## config.mk

```make
export PLATFORM = sky130hd
export DESIGN_NAME = alu_pkt_ctrl
export DESIGN_NICKNAME = d
export VERILOG_FILES = /design/src/rtl/alu_pkt_ctrl.sv
export SDC_FILE = /design/constraint.sdc
export NUM_CORES = 1
export LEC_CHECK = 0
export ABC_CLOCK_PERIOD_IN_PS = 3400
export BUFFER_PORTS_ARGS = -buffer_cell sky130_fd_sc_hd__buf_2
export CAP_MARGIN = 20
export CORE_MARGIN = 1.5
export CORE_UTILIZATION = 37
export CTS_CLUSTER_SIZE = 30
export DETAILED_ROUTE_END_ITERATION = 6
export PLACE_DENSITY = 0.65
export SKIP_CTS_REPAIR_TIMING = 1
export SLEW_MARGIN = 20
export SYNTH_ARGS = -nofsm -noshare
export SYNTH_HDL_FRONTEND = slang
export SYNTH_SLANG_ARGS = --single-unit
```

## constraint.sdc

```tcl
create_clock -name clk -period 3.4 [get_ports clk]
set_input_delay 0.68 -clock clk [delete_from_list [all_inputs] [get_ports clk]]
set_output_delay 0.68 -clock clk [all_outputs]
set_load 0.05 [all_outputs]
```

## src/rtl/alu_pkt_ctrl.sv

```systemverilog
// Packet sequencer between the UART byte stream and the ALU datapath: parses framed
// commands, runs echo / add-reduce / multiply-reduce and streams results back little-endian.
module alu_pkt_ctrl #(
  parameter logic [7:0] OP_ECHO = 8'hEC,
  parameter logic [7:0] OP_ADD  = 8'hAD,
  parameter logic [7:0] OP_MUL  = 8'h88
) (
  input  logic        clk,
  input  logic        rst,
  input  logic [7:0]  rx_data_i,
  input  logic        rx_valid_i,
  output logic        rx_ready_o,
  output logic [7:0]  tx_data_o,
  output logic        tx_valid_o,
  input  logic        tx_ready_i,
  output logic [31:0] mul_a_o,
  output logic [31:0] mul_b_o,
  output logic        mul_valid_o,
  input  logic        mul_ready_i,
  input  logic [31:0] mul_result_i,
  input  logic        mul_result_valid_i,
  output logic        busy_o,
  output logic        err_o
);

  typedef enum logic [3:0] {
    S_IDLE, S_RSVD, S_LEN_LO, S_LEN_HI, S_ECHO,
    S_OPND, S_MUL_REQ, S_MUL_WAIT, S_SEND, S_DRAIN
  } state_t;

  state_t      state_reg, state_next;
  logic [7:0]  opcode_reg, opcode_next;
  logic [7:0]  len_lo_reg, len_lo_next;
  logic [15:0] remaining_reg, remaining_next;
  logic [31:0] acc_reg, acc_next;
  logic [31:0] opnd_reg, opnd_next;
  logic [1:0]  byte_cnt_reg, byte_cnt_next;
  logic        first_reg, first_next;
  logic        err_reg, err_next;

  logic        rx_fire, tx_fire;
  logic [15:0] len_full, len_rem;
  logic [31:0] opnd_full;
  logic        op_known, op_arith;
  logic [7:0]  acc_byte [4];

  for (genvar gi = 0; gi < 4; gi++) begin : g_acc_byte
    assign acc_byte[gi] = acc_reg[8*gi +: 8];
  end

  assign rx_fire   = rx_valid_i & rx_ready_o;
  assign tx_fire   = tx_valid_o & tx_ready_i;
  assign len_full  = {rx_data_i, len_lo_reg};
  assign len_rem   = len_full - 16'd4;
  // Operand bytes arrive LSB first, so shift each new byte in at the top.
  assign opnd_full = {rx_data_i, opnd_reg[31:8]};
  assign op_arith  = (opcode_reg == OP_ADD) || (opcode_reg == OP_MUL);
  assign op_known  = op_arith || (opcode_reg == OP_ECHO);

  assign busy_o = (state_reg != S_IDLE);
  assign err_o  = err_reg;

  always_ff @(posedge clk) begin
    if (!rst) begin
      state_reg     <= S_IDLE;
      opcode_reg    <= '0;
      len_lo_reg    <= '0;
      remaining_reg <= '0;
      acc_reg       <= '0;
      opnd_reg      <= '0;
      byte_cnt_reg  <= '0;
      first_reg     <= 1'b0;
      err_reg       <= 1'b0;
    end else begin
      state_reg     <= state_next;
      opcode_reg    <= opcode_next;
      len_lo_reg    <= len_lo_next;
      remaining_reg <= remaining_next;
      acc_reg       <= acc_next;
      opnd_reg      <= opnd_next;
      byte_cnt_reg  <= byte_cnt_next;
      first_reg     <= first_next;
      err_reg       <= err_next;
    end
  end

  always_comb begin
    state_next     = state_reg;
    opcode_next    = opcode_reg;
    len_lo_next    = len_lo_reg;
    remaining_next = remaining_reg;
    acc_next       = acc_reg;
    opnd_next      = opnd_reg;
    byte_cnt_next  = byte_cnt_reg;
    first_next     = first_reg;
    err_next       = 1'b0;
    case (state_reg)
      S_IDLE: if (rx_fire) begin
        opcode_next = rx_data_i;
        state_next  = S_RSVD;
      end
      S_RSVD: if (rx_fire) state_next = S_LEN_LO;
      S_LEN_LO: if (rx_fire) begin
        len_lo_next = rx_data_i;
        state_next  = S_LEN_HI;
      end
      S_LEN_HI: if (rx_fire) begin
        remaining_next = len_rem;
        byte_cnt_next  = 2'd0;
        first_next     = 1'b1;
        if (len_full < 16'd4) begin
          err_next       = 1'b1;
          remaining_next = '0;
          state_next     = S_IDLE;
        end else if (!op_known) begin
          err_next   = 1'b1;
          state_next = (len_rem == 16'd0) ? S_IDLE : S_DRAIN;
        end else if (op_arith && (len_rem[1:0] != 2'd0)) begin
          err_next   = 1'b1;
          state_next = S_DRAIN;
        end else if (len_rem == 16'd0) begin
          if (opcode_reg == OP_ECHO) begin
            state_next = S_IDLE;
          end else begin
            // Empty reductions return the identity of the operation.
            acc_next   = (opcode_reg == OP_MUL) ? 32'd1 : 32'd0;
            state_next = S_SEND;
          end
        end else begin
          state_next = (opcode_reg == OP_ECHO) ? S_ECHO : S_OPND;
        end
      end
      S_ECHO: if (rx_fire) begin
        remaining_next = remaining_reg - 16'd1;
        if (remaining_reg == 16'd1) state_next = S_IDLE;
      end
      S_OPND: if (rx_fire) begin
        remaining_next = remaining_reg - 16'd1;
        opnd_next      = opnd_full;
        byte_cnt_next  = byte_cnt_reg + 2'd1;
        if (byte_cnt_reg == 2'd3) begin
          first_next = 1'b0;
          if (first_reg) acc_next = opnd_full;
          else if (opcode_reg == OP_ADD) acc_next = acc_reg + opnd_full;
          if (!first_reg && (opcode_reg == OP_MUL)) state_next = S_MUL_REQ;
          else if (remaining_reg == 16'd1) state_next = S_SEND;
        end
      end
      S_MUL_REQ: if (mul_ready_i) state_next = S_MUL_WAIT;
      S_MUL_WAIT: if (mul_result_valid_i) begin
        acc_next   = mul_result_i;
        state_next = (remaining_reg == 16'd0) ? S_SEND : S_OPND;
      end
      S_SEND: if (tx_fire) begin
        byte_cnt_next = byte_cnt_reg + 2'd1;
        if (byte_cnt_reg == 2'd3) state_next = S_IDLE;
      end
      S_DRAIN: begin
        if (remaining_reg == 16'd0) begin
          state_next = S_IDLE;
        end else if (rx_fire) begin
          remaining_next = remaining_reg - 16'd1;
          if (remaining_reg == 16'd1) state_next = S_IDLE;
        end
      end
      default: state_next = S_IDLE;
    endcase
  end

  // Handshake outputs are forced quiet while reset is held, whatever the state.
  always_comb begin
    rx_ready_o  = 1'b0;
    tx_valid_o  = 1'b0;
    tx_data_o   = 8'd0;
    mul_valid_o = 1'b0;
    mul_a_o     = 32'd0;
    mul_b_o     = 32'd0;
    if (rst) begin
      case (state_reg)
        S_IDLE, S_RSVD, S_LEN_LO, S_LEN_HI, S_OPND: rx_ready_o = 1'b1;
        S_DRAIN: rx_ready_o = (remaining_reg != 16'd0);
        S_ECHO: begin
          tx_data_o  = rx_data_i;
          tx_valid_o = rx_valid_i;
          rx_ready_o = tx_ready_i;
        end
        S_MUL_REQ: begin
          mul_valid_o = 1'b1;
          mul_a_o     = acc_reg;
          mul_b_o     = opnd_reg;
        end
        S_SEND: begin
          tx_valid_o = 1'b1;
          tx_data_o  = acc_byte[byte_cnt_reg];
        end
        default: ;
      endcase
    end
  end

endmodule

```

[Word-level counts from Yosys, hierarchy flattened]
Cells that the tools add are included.
W data, S select, Z words.
Storage, ports and cells
  input bits: 46
  logic and storage cells: 144
  bits in read-only memories: 0
  register bits after elaboration: 104
  memories: 0
  output and inout port bits: 77
  bits in writable memories: 0
  latch bits: 0
Operators by class
  multiply operators: 0
  add/subtract/negate cells: 4
  equality and inequality tests: 32
  shift operators: 0
  divide/modulo/power cells: 0
  $lt $le $gt $ge: 2
  multiplexer cells: 68
  bitwise operators: 3
  reduce and logical (&&, ||, !) cells: 26
Operators by type and width (count)
  $mux W32: 15
  $pmux W32 S3: 1
  $mux W4: 22
  $mux W16: 4
  $pmux W16 S3: 1
  $pmux W4 S10: 1
  $add A32 B32 Y32: 1
  $logic_not A16 Y1: 2
  $ne A2 B2 Y1 const B: 16
  $eq A8 B8 Y1 const B: 3
  $mux W8: 3
  $reduce_and A11 Y1: 2
  $bmux W8 S2: 1
  $eq A16 B1 Y1 const B: 1
  $eq A4 B3 Y1 const B: 4
  $lt A16 B3 Y1 const B: 1
  $pmux W8 S2: 1
  $reduce_bool A16 Y1: 1
  $sub A16 B1 Y16 const B: 1
  $sub A16 B3 Y16 const B: 1
  $mux W1: 12
  $reduce_bool A3 Y1: 3
  $eq A4 B2 Y1 const B: 2
  $eq A4 B4 Y1 const B: 2
  other kinds (22): 34

[Depth between registers and ports, before layout]
  word-level depth: 9
  gate-level depth with buffers: 12
  depth with buffers taken out: 10

[Least setup slack after synthesis]
No wires, ideal clock.
  path type: input to output
  from: input port rst
  to: output port mul_a_o[22]
  path buffers: 2
  arrival: 2.244 ns
  path slack: 0.476 ns
  stages on the path: 4
  data required time: 2.720 ns
  path through: clkbuf_1 -> and4_1 -> clkbuf_1 -> and2_1
On the way
  cells in the longest elaborated chain, start to end: 1
Ends and longest elaborated chain
  start, declared: line 9  | input logic rst,
  $mux W32: line 178  | if (rst) begin
  end, declared: line 16  | output logic [31:0] mul_a_o,
No other way between the ends.

[Worst setup path in the final report]
  from: register state_reg[2]
  to: output port mul_a_o[0]
On the way
  cells in the longest elaborated chain, start to end: 3
Ends and longest elaborated chain
  start, declared: line 31  | state_t state_reg, state_next;
  start signal, assigned: line 75  | state_reg <= state_next;
  $eq A4 B3 Y1: line 179  | case (state_reg)
  $mux W32: line 179
  $mux W32: line 178
No other way between the ends.

==> metrics.txt <==
WL final 28700 um; clk sinks 104; Starting Density 37.7%; # setup viols final 0; Num CTS Buffers 9; Static Leak 3.85 nW; Synth Flop Type dfxtp_1; worst-path maximum fanout 37; most frequent cell after synthesis nand2_1; largest net degree at the start of global routing 104; Routed WL per cell 19.8 um; Area after DPL 0.00918 sq mm; Die Height 152 um; IO buf count 122; Worst-path clk slew 0.09 ns; Cell Chain, Critical Path nor2b_1, and4_2, buf_12, and2_1, buf_2; Mapped Nets 1158; Max Buffers Root-to-Sink 2; RSZ-0062 raised after global routing no; setup_tns 0 ns; area delta synth->final 15.4%; Post-DP HPWL 20700 um; Worst Setup Start Kind flip-flop; critical path arrival 2.50 ns; Final Wtd Congestion 0.996; post-synthesis cell count 1074; maximum capacitance violations 0; Seq/Total Area, Yosys 25.4%; fin. max-slew vios 0; Rows 54; Peak VDD IR 0.000235 V; H-tree levels 3; vias 8516; Seq cells post-synth 104; Post-Syn Area 0.00820 sq mm; first-pass GRT wire length 45100 um; Ports 123; antenna violations before repair 1; synth cell count leaders nand2_1, dfxtp_1, o21ai_0; final hold viol count 0; gr ovfl total 0; drt drc 0; Min Clock Period, post-route 3.18 ns; Worst EP required 2.72 ns; CTS Root Cell clkbuf_16; number of global-route vias before repair 7981; initial drt markers 745; biggest area consumer among synthesized cells dfxtp_1; Yosys cell types 73; Yosys warning total 0; achievable frequency 315 MHz; power density cells 404 mW/mm^2; WS Path Type reg -> out; CTS tree built; Core ar. 0.0218 sq mm; vias per std cell 5.89; Yosys top cell area share 25.4%; fill count 2265; GRT Util Overall 24.4%; synth top area cells dfxtp_1, nand2_1, and2_1, ha_1, o21ai_0; Avg Inst Size Synth 7.64 sq um; fin crit share 93.4%; die area 0.0231 sq mm; layout cells sized above 1 18.6%; Clock Skew 0.0162 ns; Hold WS 0.462 ns; Slowest cell on crit path and4_2; clock latency on the worst-skew pair 0.37 ns; Die X 152 um; status complete, no violations; first drt pass iteration count 7; HP Class reg -> reg; CP peak stage delay 0.63 ns; final instance area 0.00947 sq mm; relative slew slack 41.7%; Slew @ Worst Pin 0.871 ns; Post-synth ARST share 0%; antenna viol nets, final 0; number of flops mapped to enable cells by yosys 0; Worst setup EP type output port; Final nets 1245
-- path summary, 6_finish.rpt --
check / startpoint / to / slack [ns] / cells past startpoint
hold reg to reg: opnd_reg[5] / opnd_reg[5] / 0.46 / 2
setup / recovery: state_reg[2] / mul_a_o[0] / 0.22 / 5
hold / removal: opnd_reg[5] / opnd_reg[5] / 0.46 / 2
setup reg to reg: acc_reg[0] / acc_reg[28] / 0.26 / 10
-- report_power, final --
part | internal, mW | switching (mW)
clock network | 0.513 | 0.547
registers | 1.30 | 0.165
logic | 0.485 | 0.813
total | 2.30 | 1.52
-- critical path, delay by kind of cell, from the launching register on --
kind | cells | cell delay (ns)
and+or+nand+nor | 3 | 1.05
DFF | 1 | 0.59
buffers and inverters | 2 | 0.50
-- through the flow --
stage	setup slack (ns)	power (mW)	utilization (%)	std cells
2_1_floorplan	0.476	2.39	-	1074
3_3_place_gp	0.380	2.76	42.2	1430
3_5_place_dp	0.265	2.77	42.2	1430
4_1_cts	0.200	3.81	43.5	1446
5_1_grt	0.0431	4.03	43.5	1447
6_report	0.224	3.82	43.5	1447
-- cells in the final DEF, fill, tap and decap left out, types with 7 or more instances in the layout --
cell type    n
a21boi_0    41
a31oi_1     13
o21ai_0     76
nand3_1     22
o211a_1      7
buf_2      122
ha_1        37
clkbuf_16    9
nand2b_1     9
nand4_1     14
nor2_1      57
dfxtp_1    104
mux2i_1     23
nor3b_1     12
buf_4       34
xor2_1      13
a22oi_1     16
and2_1      75
nand2_1    136
inv_1       18
a221oi_2    10
xnor2_1     17
nor3_1      27
a21oi_1     67
a21o_1       7
o211ai_1    12
o22ai_1      8
a222oi_1     9
nor2b_1     39
mux4_2       8
or3_1       13
nor4_1       9
-- cell families after synthesis --
family	after synthesis	synth area share [%]
XOR/XNOR	30	3.20
AND/OR/NAND/NOR	442	27.9
buffers and inverters	102	4.93
adder cells (fa/ha/maj)	38	5.89
AO/OA/AOI/OAI	325	27.5
multiplexers	33	5.28
flip-flops	104	25.4
-- layer usage --
metal  vias to the layer above  part of all wire, %  GRT usage [%]
met5                         -                    0              0
met4                         0                  3.1           9.15
met3                        57                  7.3           3.62
met2                       385                   44           38.2
met1                      3976                   45           33.8
li1                       4098                    -              -
-- layout make-up --
class | count | area (sq um) | area share [%]
Antenna cell | 1 | 2.50 | 0.0264
Timing Repair Buffer | 159 | 926 | 9.78
Sequential cell | 104 | 2080 | 22.0
Multi-Input combinational cell | 868 | 5750 | 60.7
Inverter | 19 | 71.3 | 0.753
Clock inverter | 7 | 61.3 | 0.648
Tap cell | 280 | 350 | 3.70
Clock buffer | 9 | 225 | 2.38
Note: power is estimated with default switching activity, not from simulation.
